[config.mk]
export PLATFORM = sky130hd
export DESIGN_NAME = three_phase_lut_scheduler
export DESIGN_NICKNAME = d
export VERILOG_FILES = /design/src/rtl/sine_pkg.sv /design/src/rtl/phase_acc.sv /design/src/rtl/three_phase_lut_scheduler.sv
export SDC_FILE = /design/constraint.sdc
export NUM_CORES = 1
export LEC_CHECK = 0
export BUFFER_PORTS_ARGS = -buffer_cell sky130_fd_sc_hd__buf_2
export CAP_MARGIN = 20
export CORE_ASPECT_RATIO = 1.5
export CORE_MARGIN = 8
export CORE_UTILIZATION = 50
export DETAILED_ROUTE_END_ITERATION = 10
export GPL_ROUTABILITY_DRIVEN = 0
export GPL_TIMING_DRIVEN = 0
export PLACE_DENSITY = 0.71
export SLEW_MARGIN = 40
export SYNTH_ARGS = -nofsm -noshare
export SYNTH_HDL_FRONTEND = slang
export SYNTH_SLANG_ARGS = --single-unit
[constraint.sdc]
create_clock -name clk -period 4.8 [get_ports clk]
set_input_delay 0.96 -clock clk [delete_from_list [all_inputs] [get_ports clk]]
set_output_delay 0.96 -clock clk [all_outputs]
set_load 0.05 [all_outputs]
[src/rtl/sine_pkg.sv]
// ============================================================================
// sine_pkg : shared LUT depth, phase offsets and scheduler state encoding
// Revision : 1.0
// ============================================================================
`default_nettype none

package sine_pkg;

    localparam int SINE_LUT_DEPTH = 20000;

    // 0 / 120 / 240 degree starting points, in LUT entries
    localparam int PHASE_A_OFF = 0;
    localparam int PHASE_B_OFF = SINE_LUT_DEPTH / 3;
    localparam int PHASE_C_OFF = (2 * SINE_LUT_DEPTH) / 3;

    typedef logic [2:0] state_t;

    localparam logic [2:0] ST_IDLE  = 3'd0;
    localparam logic [2:0] ST_RD_A  = 3'd1;
    localparam logic [2:0] ST_RD_B  = 3'd2;
    localparam logic [2:0] ST_RD_C  = 3'd3;
    localparam logic [2:0] ST_DRAIN = 3'd4;

endpackage

`default_nettype wire

[src/rtl/phase_acc.sv]
// ============================================================================
// phase_acc : modulo-LUT_DEPTH phase accumulator with parameterised reset offset
// Revision  : 1.0
// ============================================================================
`default_nettype none

module phase_acc #(
    parameter int ADDR_W    = 15,
    parameter int LUT_DEPTH = 20000,
    parameter int OFFSET    = 0
) (
    input  logic              clk,
    input  logic              rst,
    input  logic              advance,
    input  logic [ADDR_W-1:0] step,
    output logic [ADDR_W-1:0] phase
);

    localparam logic [ADDR_W:0]   DEPTH_W   = (ADDR_W+1)'(LUT_DEPTH);
    localparam logic [ADDR_W-1:0] RESET_VAL = ADDR_W'(OFFSET);

    logic [ADDR_W-1:0] phase_q;
    logic [ADDR_W-1:0] phase_d;
    logic [ADDR_W:0]   sum;
    logic [ADDR_W:0]   sum_wrapped;

    // Extra carry bit keeps p+step exact before the single-subtract wrap
    always_comb begin
        sum         = {1'b0, phase_q} + {1'b0, step};
        sum_wrapped = sum - DEPTH_W;
        phase_d     = phase_q;
        if (advance) begin
            if (sum >= DEPTH_W) begin
                phase_d = sum_wrapped[ADDR_W-1:0];
            end else begin
                phase_d = sum[ADDR_W-1:0];
            end
        end
    end

    always_ff @(posedge clk) begin
        if (rst) begin
            phase_q <= RESET_VAL;
        end else begin
            phase_q <= phase_d;
        end
    end

    assign phase = phase_q;

endmodule

`default_nettype wire

[src/rtl/three_phase_lut_scheduler.sv]
// ============================================================================
// three_phase_lut_scheduler : time-shares one sync sine LUT across three phases
// Revision                  : 1.0
// ============================================================================
`default_nettype none

module three_phase_lut_scheduler
    import sine_pkg::*;
#(
    parameter int LUT_DEPTH = SINE_LUT_DEPTH,
    parameter int ADDR_W    = 15,
    parameter int DATA_W    = 16
) (
    input  logic              clk,
    input  logic              rst,
    input  logic              enable,
    input  logic              sample_tick,
    input  logic [ADDR_W-1:0] freq_step,
    output logic [ADDR_W-1:0] lut_addr,
    input  logic [DATA_W-1:0] lut_data,
    output logic [DATA_W-1:0] out_a,
    output logic [DATA_W-1:0] out_b,
    output logic [DATA_W-1:0] out_c,
    output logic              out_valid,
    output logic              busy,
    output logic              overrun,
    output logic              cfg_err
);

    localparam logic [ADDR_W:0] DEPTH_W = (ADDR_W+1)'(LUT_DEPTH);

    state_t            state_q,   state_d;
    logic [ADDR_W-1:0] step_q,    step_d;
    logic [ADDR_W-1:0] addr_q,    addr_d;
    logic [DATA_W-1:0] hold_a_q,  hold_a_d;
    logic [DATA_W-1:0] hold_b_q,  hold_b_d;
    logic [DATA_W-1:0] out_a_q,   out_a_d;
    logic [DATA_W-1:0] out_b_q,   out_b_d;
    logic [DATA_W-1:0] out_c_q,   out_c_d;
    logic              valid_q,   valid_d;
    logic              overrun_q, overrun_d;
    logic              cfg_err_q, cfg_err_d;

    logic [ADDR_W-1:0] step_eff;
    logic [ADDR_W-1:0] phase_a;
    logic [ADDR_W-1:0] phase_b;
    logic [ADDR_W-1:0] phase_c;
    logic              is_busy;
    logic              accept;
    logic              step_bad;

    assign is_busy  = (state_q != ST_IDLE);
    assign accept   = !is_busy && sample_tick && enable;
    assign step_bad = ({1'b0, freq_step} >= DEPTH_W);
    // An out-of-range step freezes all three phases
    assign step_eff = ({1'b0, step_q} >= DEPTH_W) ? '0 : step_q;

    phase_acc #(.ADDR_W(ADDR_W), .LUT_DEPTH(LUT_DEPTH), .OFFSET(PHASE_A_OFF)) u_acc_a (
        .clk     (clk),
        .rst     (rst),
        .advance (state_q == ST_RD_A),
        .step    (step_eff),
        .phase   (phase_a)
    );

    phase_acc #(.ADDR_W(ADDR_W), .LUT_DEPTH(LUT_DEPTH), .OFFSET(PHASE_B_OFF)) u_acc_b (
        .clk     (clk),
        .rst     (rst),
        .advance (state_q == ST_RD_B),
        .step    (step_eff),
        .phase   (phase_b)
    );

    phase_acc #(.ADDR_W(ADDR_W), .LUT_DEPTH(LUT_DEPTH), .OFFSET(PHASE_C_OFF)) u_acc_c (
        .clk     (clk),
        .rst     (rst),
        .advance (state_q == ST_RD_C),
        .step    (step_eff),
        .phase   (phase_c)
    );

    always_comb begin
        state_d   = state_q;
        step_d    = step_q;
        addr_d    = addr_q;
        hold_a_d  = hold_a_q;
        hold_b_d  = hold_b_q;
        out_a_d   = out_a_q;
        out_b_d   = out_b_q;
        out_c_d   = out_c_q;
        valid_d   = 1'b0;
        overrun_d = overrun_q | (sample_tick && enable && is_busy);
        cfg_err_d = cfg_err_q;

        // lut_addr is registered one state early so it is stable for the whole read state
        case (state_q)
            ST_IDLE: begin
                if (accept) begin
                    state_d   = ST_RD_A;
                    step_d    = freq_step;
                    addr_d    = phase_a;
                    cfg_err_d = cfg_err_q | step_bad;
                end
            end
            ST_RD_A: begin
                state_d = ST_RD_B;
                addr_d  = phase_b;
            end
            ST_RD_B: begin
                state_d  = ST_RD_C;
                addr_d   = phase_c;
                hold_a_d = lut_data;
            end
            ST_RD_C: begin
                state_d  = ST_DRAIN;
                hold_b_d = lut_data;
            end
            ST_DRAIN: begin
                // Phase C data lands straight in out_c, alongside the held A and B words
                state_d = ST_IDLE;
                out_a_d = hold_a_q;
                out_b_d = hold_b_q;
                out_c_d = lut_data;
                valid_d = 1'b1;
            end
            default: begin
                state_d = ST_IDLE;
            end
        endcase
    end

    always_ff @(posedge clk) begin
        if (rst) begin
            state_q   <= ST_IDLE;
            step_q    <= '0;
            addr_q    <= '0;
            hold_a_q  <= '0;
            hold_b_q  <= '0;
            out_a_q   <= '0;
            out_b_q   <= '0;
            out_c_q   <= '0;
            valid_q   <= 1'b0;
            overrun_q <= 1'b0;
            cfg_err_q <= 1'b0;
        end else begin
            state_q   <= state_d;
            step_q    <= step_d;
            addr_q    <= addr_d;
            hold_a_q  <= hold_a_d;
            hold_b_q  <= hold_b_d;
            out_a_q   <= out_a_d;
            out_b_q   <= out_b_d;
            out_c_q   <= out_c_d;
            valid_q   <= valid_d;
            overrun_q <= overrun_d;
            cfg_err_q <= cfg_err_d;
        end
    end

    assign lut_addr  = addr_q;
    assign out_a     = out_a_q;
    assign out_b     = out_b_q;
    assign out_c     = out_c_q;
    assign out_valid = valid_q;
    assign busy      = is_busy;
    assign overrun   = overrun_q;
    assign cfg_err   = cfg_err_q;

endmodule

`default_nettype wire
==> impl_metrics.tcl <==
set metrics [dict create \
    drt-wirelength-per-cell_um 20.1 \
    viasPerCell 6.13 \
    outcome "complete, but fails checks" \
    finalMaxSlewViolations 0 \
    post_syn_area_um2 9750 \
    ant_nets 0 \
    h_tree_levels 4 \
    syn_inst 1290 \
    drt-pass1-iter-count 5 \
    power_leakage_nw 4.48 \
    placed_cells 1647 \
    floorplan.io_pins 102 \
    die_width_um 130 \
    synthesis.yosys.warnings 0 \
    yosys_register_bits 161 \
    fin_nets 1510 \
    critical_path.slowest_cell "sky130_fd_sc_hd__or4_4" \
    mostFrequentLayoutCells "sky130_fd_sc_hd__nand2_1, sky130_fd_sc_hd__a21oi_1, sky130_fd_sc_hd__dfxtp_1" \
    drt-total-wl_mm 34.3 \
    postCtsHoldBufs 0 \
    endpoint_kind "register" \
    critical_path.n_buffers_inverters 6 \
    final_layout_size_suffix_gt1_share_pct 18.2 \
    tightest_slew_ns 0.865 \
    worstSkewPairLatency_ns 0.45 \
    vias 10470 \
    fp.dieArea_um2 24300 \
    crit_family "simple AND/OR/NAND/NOR gates" \
    layout-area-overhead-vs-synth_pct 20.1 \
    post-route-drc-count 0 \
    max_stage_delay_ns 0.59 \
    number_of_fill_cells_in_the_layout 1758 \
    fin_crit_sh_pct 100 \
    cts_num_sinks 161 \
    final_common_cell "sky130_fd_sc_hd__nand2_1" \
    chipHeight_um 187 \
    arrival_ns 5.18 \
    detailedRoute.firstIterationViolations 775 \
    synth_enable_flop_cells 0 \
    crit_path_max_fanout 10 \
    instances_no_fill 1708 \
    crit_type "reg2reg" \
    antennaDiodeCount 0 \
    row_count 62 \
    synthesis.nets 1361 \
    synthesis.area_per_instance_um2 7.56 \
    layout_setup_ws_ns -0.0147 \
    timing.fmax_mhz 208 \
    worst_ep_required_time_ns 5.16 \
    synth_top_flop_cell "sky130_fd_sc_hd__dfxtp_1" \
    clock_tree_from_tritoncts "yes" \
    largest_net_degree_at_the_start_of_global_routing 17 \
    finalSetupViolations 2 \
    hold_violations 0 \
    port_buffers 100 \
    synth.distinct_cells 88 \
    peakVddDrop_mv 0.294 \
    cts_root_buf "sky130_fd_sc_hd__clkbuf_16" \
    first_global_vias 9824 \
    synthArstFlopShare_pct 0 \
    path_clk_slew_ns 0.07 \
    timing.max_cap.violations 0 \
    grt_first_pass_wirelength_mm 52.2 \
    violations "negative setup slack" \
    slew-limit-headroom_pct 42.3 \
    initial_core_utilization_pct 50.9 \
    layout.core_utilization_pct 61.1 \
    floorplan.core_area_um2 19200 \
    cts_inserted_buffers 17 \
    cts_buffer_depth 2 \
    grt_use_total_pct 27.6 \
    critical-path-top-cell-by-count "sky130_fd_sc_hd__buf_4" \
    power_density_nw_per_um2 326 \
    timing.final.crit_period_ns 4.81 \
    synth.yosys.seq_area_share_pct 33.1 \
    antenna_found_initial 0 \
    crit_path_cell_trace "or4_4, a21oi_4, buf_8, buf_4, and2_1, ha_1, clkbuf_1, nand2_1, nor3_1, a2111oi_4, buf_4, or4_4, o311ai_4, a311oi_2, o21ai_2, buf_6, buf_4, nand3_1, a311oi_2" \
    cp-start-kind "register" \
    post-dp-hpwl_mm 25.7 \
    grt_overflow_total 0 \
    hold_path_class "reg2reg" \
    timing.clock.skew_ns 0.00881 \
]
where the power goes:
group	leakage (nW)	total, mW	switching (mW)	internal (mW)
registers	1.31	1.44	0.0469	1.39
logic	2.86	0.917	0.602	0.315
clock network	0.310	1.46	0.626	0.836
total	4.48	3.82	1.27	2.55
flip-flops by register name (all words and copies together), names as in the netlist:
signal	count
state_q	3
hold_b_q	16
overrun	1
cfg_err	1
u_acc_c.phase	15
out_a	16
u_acc_a.phase	15
step_q	15
out_c	16
lut_addr	15
out_b	16
out_valid	1
u_acc_b.phase	15
hold_a_q	16
tightest hold or removal path: stages (launching register included):
cell                      delay [ns]
sky130_fd_sc_hd__dfxtp_1        0.31
sky130_fd_sc_hd__nand2_1        0.05
sky130_fd_sc_hd__a21oi_1        0.05
layer usage:
layer / GRT usage [%] / up-vias / wire length (um)
met1: 28.2 / 4876 / 12300
met2: 48.2 / 497 / 17200
met4: 20.6 / 0 / 2530
met3: 5.68 / 147 / 2240
li1: - / 4950 / -
met5: 0 / - / 0
cell type report:
| cell class | instances | area [um^2] | area share [%] |
|---|---|---|---|
| plain buffers | 92 | 417 | 3.56 |
| clock buffers | 17 | 425 | 3.64 |
| clock inverters | 15 | 199 | 1.70 |
| inverters | 20 | 75.1 | 0.642 |
| multi-input cells | 1013 | 6280 | 53.7 |
| flip-flops and latches | 161 | 3230 | 27.6 |
| well taps | 256 | 320 | 2.74 |
| repair buffers | 134 | 751 | 6.42 |
repair_timing:
item | in CTS | in global routing
setup endpoints to repair | 30 | 30
gates resized for setup | 28 | 36
pin swaps | 10 | 24
buffers inserted | 8 | 25
worst paths after layout:
kind / slack, ns / to / start / depth (start not counted)
setup reg to reg: -0.01 / u_acc_b.phase[8] / step_q[5] / 19
hold / removal: 0.45 / out_b[9] / out_b[9] / 2
hold reg to reg: 0.45 / out_b[9] / out_b[9] / 2
setup / recovery: -0.01 / u_acc_b.phase[8] / step_q[5] / 19
synthesized netlist by cell type, drive strengths merged, types with 5 or more instances:
library cell / number / area share, %
and2: 16 / 1.0
a21o: 12 / 0.92
nor2: 70 / 2.7
nand4: 6 / 0.45
nand2: 280 / 11
nand3: 26 / 1.4
nand2b: 8 / 0.51
o21ai: 62 / 3.4
buf: 19 / 1.2
o22ai: 6 / 0.39
inv: 20 / 0.77
a22oi: 16 / 1.3
a2111oi: 5 / 0.58
xor2: 16 / 1.4
o211a: 5 / 0.51
clkbuf: 77 / 3.0
xnor2: 39 / 3.5
or3: 14 / 0.90
dfxtp: 161 / 33
o21a: 9 / 0.69
o221ai: 8 / 0.72
nor3: 27 / 1.6
o211ai: 20 / 1.7
o2111ai: 7 / 0.63
a32oi: 5 / 0.45
nor4: 9 / 0.71
a211oi: 10 / 0.77
a31oi: 33 / 2.3
a21oi: 164 / 8.5
ha: 36 / 4.6
or2: 7 / 0.45
a311oi: 8 / 0.85
o31ai: 12 / 0.98
or4: 7 / 0.62
and3: 11 / 0.71
cells by family after synthesis:
logic type | synth area share [%]
multiplexers | 0.411
AND/OR/NAND/NOR | 23.0
AO/OA/AOI/OAI | 28.9
adder cells (fa/ha/maj) | 4.76
buffers and inverters | 4.93
XOR/XNOR | 4.94
flip-flops | 33.1
stage by stage:
step / worst slack, ns / hold slack (ns) / TNS, ns / power (mW) / instance area [um^2]
2_1_floorplan: 0.230 / 0.432 / 0 / 2.05 / 9750
3_3_place_gp: -0.550 / 0.438 / -12.01 / 2.26 / 10600
3_5_place_dp: -0.634 / 0.444 / -13.66 / 2.28 / 10600
4_1_cts: 0.00660 / 0.453 / 0 / 3.74 / 11400
5_1_grt: -0.308 / 0.470 / -2.01 / 3.96 / 11700
6_report: -0.0147 / 0.451 / -0.0223 / 3.82 / 11700
Power figures use the tool's default switching activity.
